`src/rtl/spi_bus_arbiter.sv`:
```
// ----------------------------------------------------------------------------
// spi_bus_arbiter
//
// Shares the single external SPI flash bus between the streaming read engine
// (spi_stream) and a direct-access master such as the boot loader or a
// software SPI port.
//
// Before the direct master gets the bus, the stream engine is asked to pause
// at a word boundary. The bus is then held idle (CS high) for a guard
// interval, and only after that is the direct master granted. When the direct
// master lets go, the bus is held idle for a second guard interval before the
// stream engine owns it again.
//
// Optional feature, selected by the macro SPI_BUS_ARB_TIMEOUT_EN:
//   defined   - a pause request that goes unacknowledged for TIMEOUT_CYCLES
//               clocks is abandoned. It raises the sticky err_timeout flag
//               and blocks further requests until d_req has been seen low.
//   undefined - the arbiter waits for pause_ack indefinitely. err_timeout is
//               tied low and err_clr is ignored.
//
// Parameters:
//   GUARD_CYCLES    idle bus cycles on every ownership change (1..255)
//   TIMEOUT_CYCLES  pause_ack wait limit, timeout build only (1..65535)
//
// Ports:
//   clk, rst_n                 clock, asynchronous active-low reset
//   s_cs_n, s_sck, s_mosi      stream engine pin outputs
//   s_miso                     MISO returned to the stream engine
//   pause_req, pause_ack       pause handshake with the stream engine
//   d_req, d_gnt               direct master request / grant
//   d_cs_n, d_sck, d_mosi      direct master pin outputs
//   d_miso                     MISO returned to the direct master
//   spi_cs_n, spi_sck,
//   spi_mosi, spi_miso         chip SPI pads
//   err_timeout, err_clr       sticky pause-timeout flag and its clear pulse
// ----------------------------------------------------------------------------
module spi_bus_arbiter #(
   parameter int unsigned GUARD_CYCLES   = 4,
   parameter int unsigned TIMEOUT_CYCLES = 1023
) (
   input  logic clk,
   input  logic rst_n,
   input  logic s_cs_n,
   input  logic s_sck,
   input  logic s_mosi,
   output logic s_miso,
   output logic pause_req,
   input  logic pause_ack,
   input  logic d_req,
   output logic d_gnt,
   input  logic d_cs_n,
   input  logic d_sck,
   input  logic d_mosi,
   output logic d_miso,
   output logic spi_cs_n,
   output logic spi_sck,
   output logic spi_mosi,
   input  logic spi_miso,
   output logic err_timeout,
   input  logic err_clr
);

   typedef enum logic [2:0] {
      ST_STREAM,
      ST_PAUSE,
      ST_GUARD_IN,
      ST_DIRECT,
      ST_GUARD_OUT
   } state_t;

   // The guard counter counts down to zero, so it is loaded with one less
   // than the number of idle cycles wanted.
   localparam logic [7:0] GUARD_LAST = 8'(GUARD_CYCLES - 1);

   state_t     state_q;
   state_t     state_d;
   logic [7:0] guard_q;
   logic [7:0] guard_d;
   logic       blocked;
   logic       timeout_hit;

`ifdef SPI_BUS_ARB_TIMEOUT_EN
   localparam logic [15:0] TIMEOUT_LAST = 16'(TIMEOUT_CYCLES - 1);

   logic [15:0] to_cnt_q;
   logic        block_q;
   logic        err_q;

   // The timeout fires in the last allowed pause cycle. This is a cycle in
   // which the request is still up and no acknowledge has arrived.
   assign timeout_hit = (state_q == ST_PAUSE) && d_req && !pause_ack &&
                        (to_cnt_q == TIMEOUT_LAST);

   // The wait counter is kept at zero while streaming, so that every new
   // pause request starts from a clean count. It then counts the cycles
   // spent in the pause state.
   always_ff @(posedge clk or negedge rst_n) begin
      if (!rst_n) begin
         to_cnt_q <= '0;
      end else if (state_q == ST_STREAM) begin
         to_cnt_q <= '0;
      end else if ((state_q == ST_PAUSE) && !timeout_hit) begin
         to_cnt_q <= to_cnt_q + 16'd1;
      end
   end

   // After a timeout, requests are ignored until the direct master drops
   // d_req. This stops a master that is still asserting d_req from
   // re-requesting over and over. err_clr takes priority over a new timeout
   // in the same cycle.
   always_ff @(posedge clk or negedge rst_n) begin
      if (!rst_n) begin
         block_q <= 1'b0;
         err_q   <= 1'b0;
      end else begin
         if (timeout_hit) begin
            block_q <= 1'b1;
         end else if (!d_req) begin
            block_q <= 1'b0;
         end
         if (err_clr) begin
            err_q <= 1'b0;
         end else if (timeout_hit) begin
            err_q <= 1'b1;
         end
      end
   end

   assign blocked     = block_q;
   assign err_timeout = err_q;
`else
   logic unused_cfg;

   assign timeout_hit = 1'b0;
   assign blocked     = 1'b0;
   assign err_timeout = 1'b0;
   assign unused_cfg  = &{1'b0, err_clr, (TIMEOUT_CYCLES != 0)};
`endif

   // State and guard counter registers.
   always_ff @(posedge clk or negedge rst_n) begin
      if (!rst_n) begin
         state_q <= ST_STREAM;
         guard_q <= '0;
      end else begin
         state_q <= state_d;
         guard_q <= guard_d;
      end
   end

   // Next-state logic. If the request is dropped during the inbound guard,
   // the arbiter goes straight to the outbound guard with a fresh count.
   // This way the stream engine always sees a full idle period before it
   // resumes. pause_ack is only looked at in the pause state; once the
   // guard has started, the stream engine is not allowed to resume, whatever
   // it signals.
   always_comb begin
      state_d = state_q;
      guard_d = guard_q;
      case (state_q)
         ST_STREAM: begin
            if (d_req && !blocked) begin
               state_d = ST_PAUSE;
            end
         end
         ST_PAUSE: begin
            if (!d_req) begin
               state_d = ST_STREAM;
            end else if (pause_ack) begin
               state_d = ST_GUARD_IN;
               guard_d = GUARD_LAST;
            end else if (timeout_hit) begin
               state_d = ST_STREAM;
            end
         end
         ST_GUARD_IN: begin
            if (!d_req) begin
               state_d = ST_GUARD_OUT;
               guard_d = GUARD_LAST;
            end else if (guard_q == 8'd0) begin
               state_d = ST_DIRECT;
            end else begin
               guard_d = guard_q - 8'd1;
            end
         end
         ST_DIRECT: begin
            if (!d_req) begin
               state_d = ST_GUARD_OUT;
               guard_d = GUARD_LAST;
            end
         end
         ST_GUARD_OUT: begin
            if (guard_q == 8'd0) begin
               state_d = ST_STREAM;
            end else begin
               guard_d = guard_q - 8'd1;
            end
         end
         default: begin
            state_d = ST_STREAM;
         end
      endcase
   end

   // Pad mux and MISO demux. These depend only on the registered state,
   // never on d_req, so the pads cannot glitch on a request edge. A master
   // that does not own the bus sees MISO held at 0. In the guard states the
   // pads are parked idle.
   always_comb begin
      pause_req = 1'b1;
      d_gnt     = 1'b0;
      spi_cs_n  = 1'b1;
      spi_sck   = 1'b0;
      spi_mosi  = 1'b0;
      s_miso    = 1'b0;
      d_miso    = 1'b0;
      case (state_q)
         ST_STREAM, ST_PAUSE: begin
            pause_req = (state_q == ST_PAUSE);
            spi_cs_n  = s_cs_n;
            spi_sck   = s_sck;
            spi_mosi  = s_mosi;
            s_miso    = spi_miso;
         end
         ST_DIRECT: begin
            d_gnt    = 1'b1;
            spi_cs_n = d_cs_n;
            spi_sck  = d_sck;
            spi_mosi = d_mosi;
            d_miso   = spi_miso;
         end
         default: begin
         end
      endcase
   end

endmodule
```
`config.mk`:
```
export PLATFORM = sky130hd
export DESIGN_NAME = spi_bus_arbiter
export DESIGN_NICKNAME = d
export VERILOG_FILES = /design/src/rtl/spi_bus_arbiter.sv
export SDC_FILE = /design/constraint.sdc
export NUM_CORES = 1
export LEC_CHECK = 0
export BUFFER_PORTS_ARGS = -buffer_cell sky130_fd_sc_hd__buf_2
export CORE_MARGIN = 2
export CORE_UTILIZATION = 40
export DETAILED_ROUTE_END_ITERATION = 8
export PLACE_DENSITY = 0.69
export SLEW_MARGIN = 10
export SYNTH_ARGS = -nofsm -noshare
export SYNTH_HDL_FRONTEND = slang
export SYNTH_SLANG_ARGS = --single-unit
```
`constraint.sdc`:
```
create_clock -name clk -period 3.6 [get_ports clk]
set_input_delay 0.54 -clock clk [delete_from_list [all_inputs] [get_ports clk]]
set_output_delay 0.54 -clock clk [all_outputs]
set_load 0.005 [all_outputs]
```
==> impl_metrics.toml, run 1 <==
[status]
outcome = "completed"

[job]
drv_cap = 0

[setup_path]
endpoint_kind = "register"
crit_family = "compound AO/OA/AOI/OAI gates"
arrival_ns = 2.24
critPathMaxFanout = 18
crit_type = "reg2reg"
crit_chain = "nor2b_1 -> o21bai_1 -> a22oi_1 -> nor3_1"
critPathBufInv = 0
cp-start-kind = "register"
max_stage_delay_ns = 0.66
slowest_stage = "dfrtp_1"
required_ns = 3.73

[placement]
gp_congestion = 0.861
dp_hpwl_um = 1410
io_buffer_count = 17

[sta]
rsz0062_at_grt = "false"
worstMarginPinSlew_ns = 0.658
timing.fmax_mhz = 474
layout_min_cycle_time_ns = 2.11
setup_viol = 0
tns_ns = 0
drv_slew = 0
finalHoldViolations = 0
fin_skew_ns = 0.00151
slew-limit-headroom_pct = 56.2
post-route-period-util_pct = 58.7
whs_ns = 0.131

[routing]
drtIter0Drc = 10
via_per_inst = 5.78
routed_wirelength_um = 1890
vias = 832
drtAntennaViolNets = 0
drcViolationCount = 0
drt_first_pass_iters = 4
routedWlPerCell_um = 13.1

[floorplan]
num_rows = 16
boundaryPins = 20
fp.coreArea_mm2 = 0.00198
start_util_pct = 42.5
die_area_mm2 = 0.00249
die_x_um = 49.9
die_h_um = 49.9

[finish]
syn_to_final_growth_pct = 13.5
fill_cells = 193
drive_above_1_share_pct = 18.8
antenna_cells = 0
layout.nets = 132

[clock_network]
clkSinkCount = 11
cts_setup_buffers = 0
cts_resized = 0
cts_tree = "yes"
htree_levels = 1
clk_pin_slew_ns = 0.07
cts.path.max_buffers = 2
postCtsHoldBufs = 0
root_buffer = "clkbuf_4"
cts-buffers-inserted = 3
insertion_delay_ns = 0.27

[synthesis]
async_flop_share_pct = 100
synth_nets = 117
syn_area_per_cell_um2 = 8.18
synth_ff_type = "dfrtp_1"
yosys_warnings = 0
synth_edf_count = 0
yosys.area.top_type = "dfrtp_1"
synth_area_um2 = 842
netlist_instances = 103
synth-xor-area-share_pct = 2.08
synth.area.top_cells = "dfrtp_1, nand3_1, a21oi_1"
synth_top_area_share_pct = 32.7
synth_fa_ha_area_share_pct = 2.97
synth-simple-area-share_pct = 31.2
synth_top_family_by_area = "simple AND/OR/NAND/NOR gates"
synth-compound-area-share_pct = 24.4
synthTopCellsByCount = "dfrtp_1, nand3_1, a21oi_1"
muxShareOfSynthArea_pct = 1.19
synth.distinct_cells = 41
ys_seq_area_share_pct = 32.7
ys_seq_elements = 11
synth.most_common_cell = "dfrtp_1"

[power]
powerDensity_mw_per_mm2 = 583
ir_worst_vdd_uv = 347
p_leak_nw = 0.429

[grt]
grt_pass1_wl_um = 3390
antenna_found_initial = 0
overflow = 0
grt_max_degree = 19
grt_pass1_vias = 745
grt.total_usage_pct = 17.9

[min_path]
hp-class = "in2async"
-- layout make-up --
cell class	instances	area, um^2	area share (%)
flip-flops and latches	11	275	28.8
multi-input cells	82	524	54.8
clock buffers	4	26.3	2.75
repair buffers	17	85.1	8.90
inverters	3	11.3	1.18
well taps	27	33.8	3.53
-- routing by layer --
layer  share of wire, %  GRT usage [%]
met1                 48           25.0
met2                 46           25.8
met3                4.3           1.82
met4                1.4           12.0
met5                  0              0
-- logic make-up (layout without fill, tap and decap cells) --
kind of cell / after synthesis / in the layout
AO/OA/AOI/OAI: 29 / 29
XOR/XNOR: 2 / 2
adder cells (fa/ha/maj): 2 / 2
buffers and inverters: 10 / 24
flip-flops: 11 / 11
multiplexers: 1 / 1
other: 1 / 1
AND/OR/NAND/NOR: 47 / 47
-- cells in the final DEF, fill, tap and decap left out, types with 2 or more instances in the layout --
| master | instances |
|---|---|
| nand3b_1 | 2 |
| or4_1 | 2 |
| nor2_1 | 7 |
| ha_1 | 2 |
| nor3_1 | 4 |
| nand2_1 | 3 |
| nand3_1 | 9 |
| o2111ai_1 | 3 |
| inv_1 | 3 |
| nor2b_1 | 5 |
| a21o_1 | 4 |
| clkbuf_4 | 3 |
| a21oi_1 | 8 |
| and2_1 | 2 |
| buf_2 | 17 |
| dfrtp_1 | 11 |
| a22oi_1 | 2 |
| nand2b_1 | 5 |
| nand4_1 | 3 |
-- final timing paths --
kind                            start          to  slack (ns)  cells after the start
max                        state_q[1]  guard_q[3]        1.49                      4
min                             rst_n  guard_q[5]        0.13                      1
max reg2reg                state_q[1]  guard_q[3]        1.49                      4
min reg2reg                guard_q[7]  guard_q[7]        0.55                      2
max in group asynchronous       rst_n  guard_q[2]        3.26                      1
min in group clk                d_req  state_q[2]        0.53                      2
-- power by group --
group | internal, W | switching, W
Combinational | 0.000105 | 0.000137
Clock | 0.0000429 | 0.0000433
Sequential | 0.000159 | 0.0000696
Total | 0.000307 | 0.000250
-- registers in the layout, indices dropped and copies added, names as in the netlist --
register,count
guard_q,8
state_q,3
-- metrics by stage --
stage / cell area (um^2) / worst slack (ns) / total power [W] / utilization [%] / instances
floorplan: 842 / 1.92 / 0.000402 / - / 103
global placement: 930 / 1.53 / 0.000465 / 46.9 / 140
detailed placement: 930 / 1.54 / 0.000471 / 46.9 / 140
CTS: 956 / 1.52 / 0.000560 / 48.2 / 144
global route: 956 / 1.29 / 0.000614 / 48.2 / 144
finish: 956 / 1.49 / 0.000557 / 48.2 / 144
Note: power is estimated with default switching activity, not from simulation.
==> run 2: changes to the inputs <==
PLACE_DENSITY = 0.72   (was 0.69)
clock period = 1.7 ns   (was 3.6 ns; I/O delays follow)
==> impl_metrics.toml, run 2 (synthesized netlist as in run 1, its figures left out) <==
[sta]
drv_slew = 0
rsz0062_at_grt = "true"
finalHoldViolations = 0
post-route-period-util_pct = 99.4
timing.fmax_mhz = 592
setup_viol = 0
fin_skew_ns = 0.00114
layout_min_cycle_time_ns = 1.69

[grt]
gr-usage-met2_pct = 31.3
grt.total_usage_pct = 19.1
grt_max_degree = 13
grt_util_met3_pct = 4.85
grt_pass1_wl_um = 3570
grt_pass1_vias = 802
met1_usage_pct = 23.6
top_usage_layer = "met2"
overflow = 0
antenna_found_initial = 0

[power]
total_power_w = 0.00147
ir_worst_vdd_uv = 1020
p_int_w = 0.000839
p_leak_nw = 0.504
clkPwrFrac_pct = 13.2
seqPwrFrac_pct = 29.3
switching_share_pct = 42.9
combPwrFrac_pct = 57.5
p_sw_w = 0.000631
powerDensity_mw_per_mm2 = 1310

[setup_path]
crit_type = "reg2reg"
arrival_ns = 1.91
cp-start-kind = "register"
critPathMaxFanout = 2
slowest_stage = "or4_1"
critPathBufInv = 0
required_ns = 1.92
crit_family = "simple AND/OR/NAND/NOR gates"
endpoint_kind = "register"
crit_chain = "or4_1 -> or4_4 -> a21o_1 -> a21oi_2"
max_stage_delay_ns = 0.52

[floorplan]
die_h_um = 49.9
die_x_um = 49.9
num_rows = 16
die_area_mm2 = 0.00249
fp.coreArea_mm2 = 0.00198
start_util_pct = 42.5
boundaryPins = 20

[routing]
vias = 908
routed_wirelength_um = 2200
via_per_inst = 5.68
routedWlPerCell_um = 13.8
drtIter0Drc = 22
drcViolationCount = 0
drtAntennaViolNets = 0
drt_first_pass_iters = 4

[clock_network]
clkSinkCount = 11
root_buffer = "clkbuf_4"
cts-buffers-inserted = 3
htree_levels = 1
insertion_delay_ns = 0.28
cts_tree = "yes"
cts.path.max_buffers = 2
clk_pin_slew_ns = 0.08

[min_path]
hp-class = "in2reg"

[finish]
drive_above_1_share_pct = 36.1
mostFrequentLayoutCells = "buf_2, buf_4, nand3_1, a21oi_1, dfrtp_1"
layout.nets = 148
antenna_cells = 0
fill_cells = 170
regMostFlops = "guard_q"
utilization_pct = 56.7
largest_reg_flops = 8
top_regs = "guard_q: 8 flops, state_q: 3 flops"
syn_to_final_growth_pct = 33.4
final_common_cell = "buf_2"

[placement]
io_buffer_count = 17
gp_congestion = 0.820
dp_hpwl_um = 1560

[status]
outcome = "completed"

[job]
drv_cap = 0
run 2: metal layers:
layer	routed length, um	vias to the layer above	part of all wire [%]
li1	-	439	-
met3	122	4	5.5
met2	1050	36	48
met5	0	-	0
met4	40	0	1.8
met1	990	429	45
run 2: cell type report:
class / instances / area [um^2] / area share (%)
sequential: 11 / 279 / 24.8
inverter: 3 / 15.0 / 1.34
clock buffer: 4 / 26.3 / 2.34
tap: 27 / 33.8 / 3.01
timing repair buffer: 33 / 208 / 18.5
multi-input combinational: 82 / 562 / 50.0
run 2: final timing paths:
| check | cells past startpoint | start | end | slack [ns] |
|---|---|---|---|---|
| max | 4 | guard_q[3] | guard_q[5] | 0.01 |
| min | 2 | d_req | state_q[2] | 0.24 |
| max reg2reg | 4 | guard_q[3] | guard_q[5] | 0.01 |
| min reg2reg | 2 | guard_q[7] | guard_q[7] | 0.57 |
| max in group asynchronous | 2 | rst_n | state_q[1] | 1.11 |
| min in group asynchronous | 2 | rst_n | guard_q[0] | 0.36 |
run 2: timing repair:
item | in CTS | in global routing
endpoints found under the setup margin | 2 | 11
setup buffers | 0 | 5
endpoints found under the hold margin | 11 | 0
pin swaps | 0 | 2
gates resized for setup | 1 | 11
hold buffers | 1 | 0
run 2: power by group through the flow:
stage | Sequential, W | Combinational [W] | Clock (W)
floorplan | 0.000400 | 0.000451 | 0
global placement | 0.000430 | 0.000696 | 0
detailed placement | 0.000433 | 0.000714 | 0
CTS | 0.000430 | 0.000720 | 0.000194
global route | 0.000441 | 0.000934 | 0.000203
finish | 0.000430 | 0.000845 | 0.000194
run 2: per-stage QoR:
stage               hold slack, ns  instance area, um^2  cells  TNS (ns)  setup slack [ns]
finish                       0.237                 1120    160         0           0.00972
global route                 0.247                 1120    160   -0.0709           -0.0709
CTS                          0.209                 1040    155  -0.00713          -0.00551
detailed placement           0.145                 1000    150         0            0.0128
global placement             0.136                 1000    150         0            0.0220
floorplan                  -0.0406                  842    103         0            0.0223
==> run 3: changes to the inputs <==
PLACE_DENSITY = 0.69   (was 0.72)
==> impl_metrics.toml, run 3 (synthesized netlist as in run 1, its figures left out) <==
[floorplan]
boundaryPins = 20
start_util_pct = 42.5
fp.coreArea_mm2 = 0.00198
num_rows = 16
die_area_mm2 = 0.00249
die_x_um = 49.9
die_h_um = 49.9

[clock_network]
insertion_delay_ns = 0.27
clk_pin_slew_ns = 0.07
cts_tree = "yes"
htree_levels = 1
cts-buffers-inserted = 3
root_buffer = "clkbuf_4"
clkSinkCount = 11
cts.path.max_buffers = 2

[routing]
drtIter0Drc = 8
top_layer = "met4"
drt_first_pass_iters = 4
routedWlPerCell_um = 13.2
drtAntennaViolNets = 0
drcViolationCount = 0
routed-wl-met2_um = 981
wirelength_met1_um = 962
vias = 887
via_per_inst = 5.58
wl_met3_um = 98
routed_wirelength_um = 2100

[grt]
grt_pass1_wl_um = 3430
antenna_found_initial = 0
grt.total_usage_pct = 18.0
grt_max_degree = 12
overflow = 0
grt_pass1_vias = 782

[setup_path]
arrival_ns = 1.94
crit_type = "reg2reg"
required_ns = 1.91
r2r_start = "guard_q[4]"
critPathMaxFanout = 2
endpoint_kind = "register"
critPathLaunch = "guard_q[4]"
cp-start-kind = "register"

[finish]
antenna_cells = 0
regArea_um2 = 277
layout.nets = 147
drive_above_1_share_pct = 33.3
final_common_cell = "buf_2"
utilization_pct = 56.5
multiInputGateArea_um2 = 557
regMostFlops = "guard_q"
top_regs = "guard_q: 8 flops, state_q: 3 flops"
mostFrequentLayoutCells = "buf_2, buf_4, dfrtp_1"
syn_to_final_growth_pct = 33.0
fin_cells = 159
fill_cells = 178
largest_reg_flops = 8

[min_path]
hp-class = "in2reg"
hold_start = "d_req"

[sta]
fin_skew_ns = 0.000517
post-route-period-util_pct = 102
timing.fmax_mhz = 578
finalHoldViolations = 0
drv_slew = 0
setup_viol = 1
layout_min_cycle_time_ns = 1.73
tns_ns = -0.0300
timing.final.ws_setup_ns = -0.0300
rsz0062_at_grt = "true"

[power]
ir_worst_vdd_uv = 704
p_leak_nw = 0.505
total_power_w = 0.00145
powerDensity_mw_per_mm2 = 1290

[placement]
dp_hpwl_um = 1560
io_buffer_count = 17
dpl.cell_count = 151
gp_congestion = 0.915

[status]
outcome = "finished with violations"
violations = "negative setup slack"

[job]
drv_cap = 0
[run 3: cell types whose count changed in the layout (fill, tap and decap cells not counted), moves of 2 or more]
cell	change
buf_4	-4
buf_6	+3
dfrtp_1	+2
dfrtp_2	-2
[run 3: routing by layer]
layer  vias to the layer above  GRT usage, %
met5                         -             0
met4                         0          11.1
met3                         7          1.82
met2                        35          28.7
met1                       405          23.4
li1                        440             -
[run 3: layout make-up]
| type | count | area share [%] |
|---|---|---|
| Inverter | 3 | 1.34 |
| Timing Repair Buffer | 32 | 18.9 |
| Multi-Input combinational cell | 82 | 49.7 |
| Sequential cell | 11 | 24.7 |
| Tap cell | 27 | 3.02 |
| Clock buffer | 4 | 2.35 |
[run 3: report_power, final]
group	internal, W	switching [W]	total [W]
logic	0.000402	0.000434	0.000836
registers	0.000339	0.0000867	0.000426
clock network	0.0000911	0.0000951	0.000186
total	0.000832	0.000616	0.00145
[run 3: critical path, cell delays in order, from the launching register on]
cell	delay (ns)
dfrtp_1	0.40
or4_4	0.54
or4_4	0.43
a21o_1	0.18
a21oi_2	0.12
[run 3: path summary, 6_finish.rpt]
check                      cells past startpoint  slack (ns)    endpoint
setup / recovery                               4       -0.03  guard_q[5]
hold / removal                                 2        0.23  state_q[2]
setup reg to reg                               4       -0.03  guard_q[5]
hold reg to reg                                2        0.56  guard_q[6]
max in group asynchronous                      2        1.10  state_q[1]
min in group asynchronous                      2        0.37  guard_q[3]
[run 3: per-stage QoR]
step / hold WS (ns) / area (um^2) / setup slack, ns
global route: 0.237 / 1120 / -0.0831
global placement: 0.140 / 1010 / 0.0293
detailed placement: 0.140 / 1010 / -0.0164
CTS: 0.229 / 1050 / -0.0331
floorplan: -0.0406 / 842 / 0.0223
finish: 0.232 / 1120 / -0.0300
[run 3: repair_timing]
action | CTS | global route
setup endpoints to repair | 1 | 11
gates resized for setup | 1 | 11
setup buffers | 0 | 3
pin swaps | 2 | 1
hold endpoints to repair | 11 | 0
hold buffers | 1 | 0
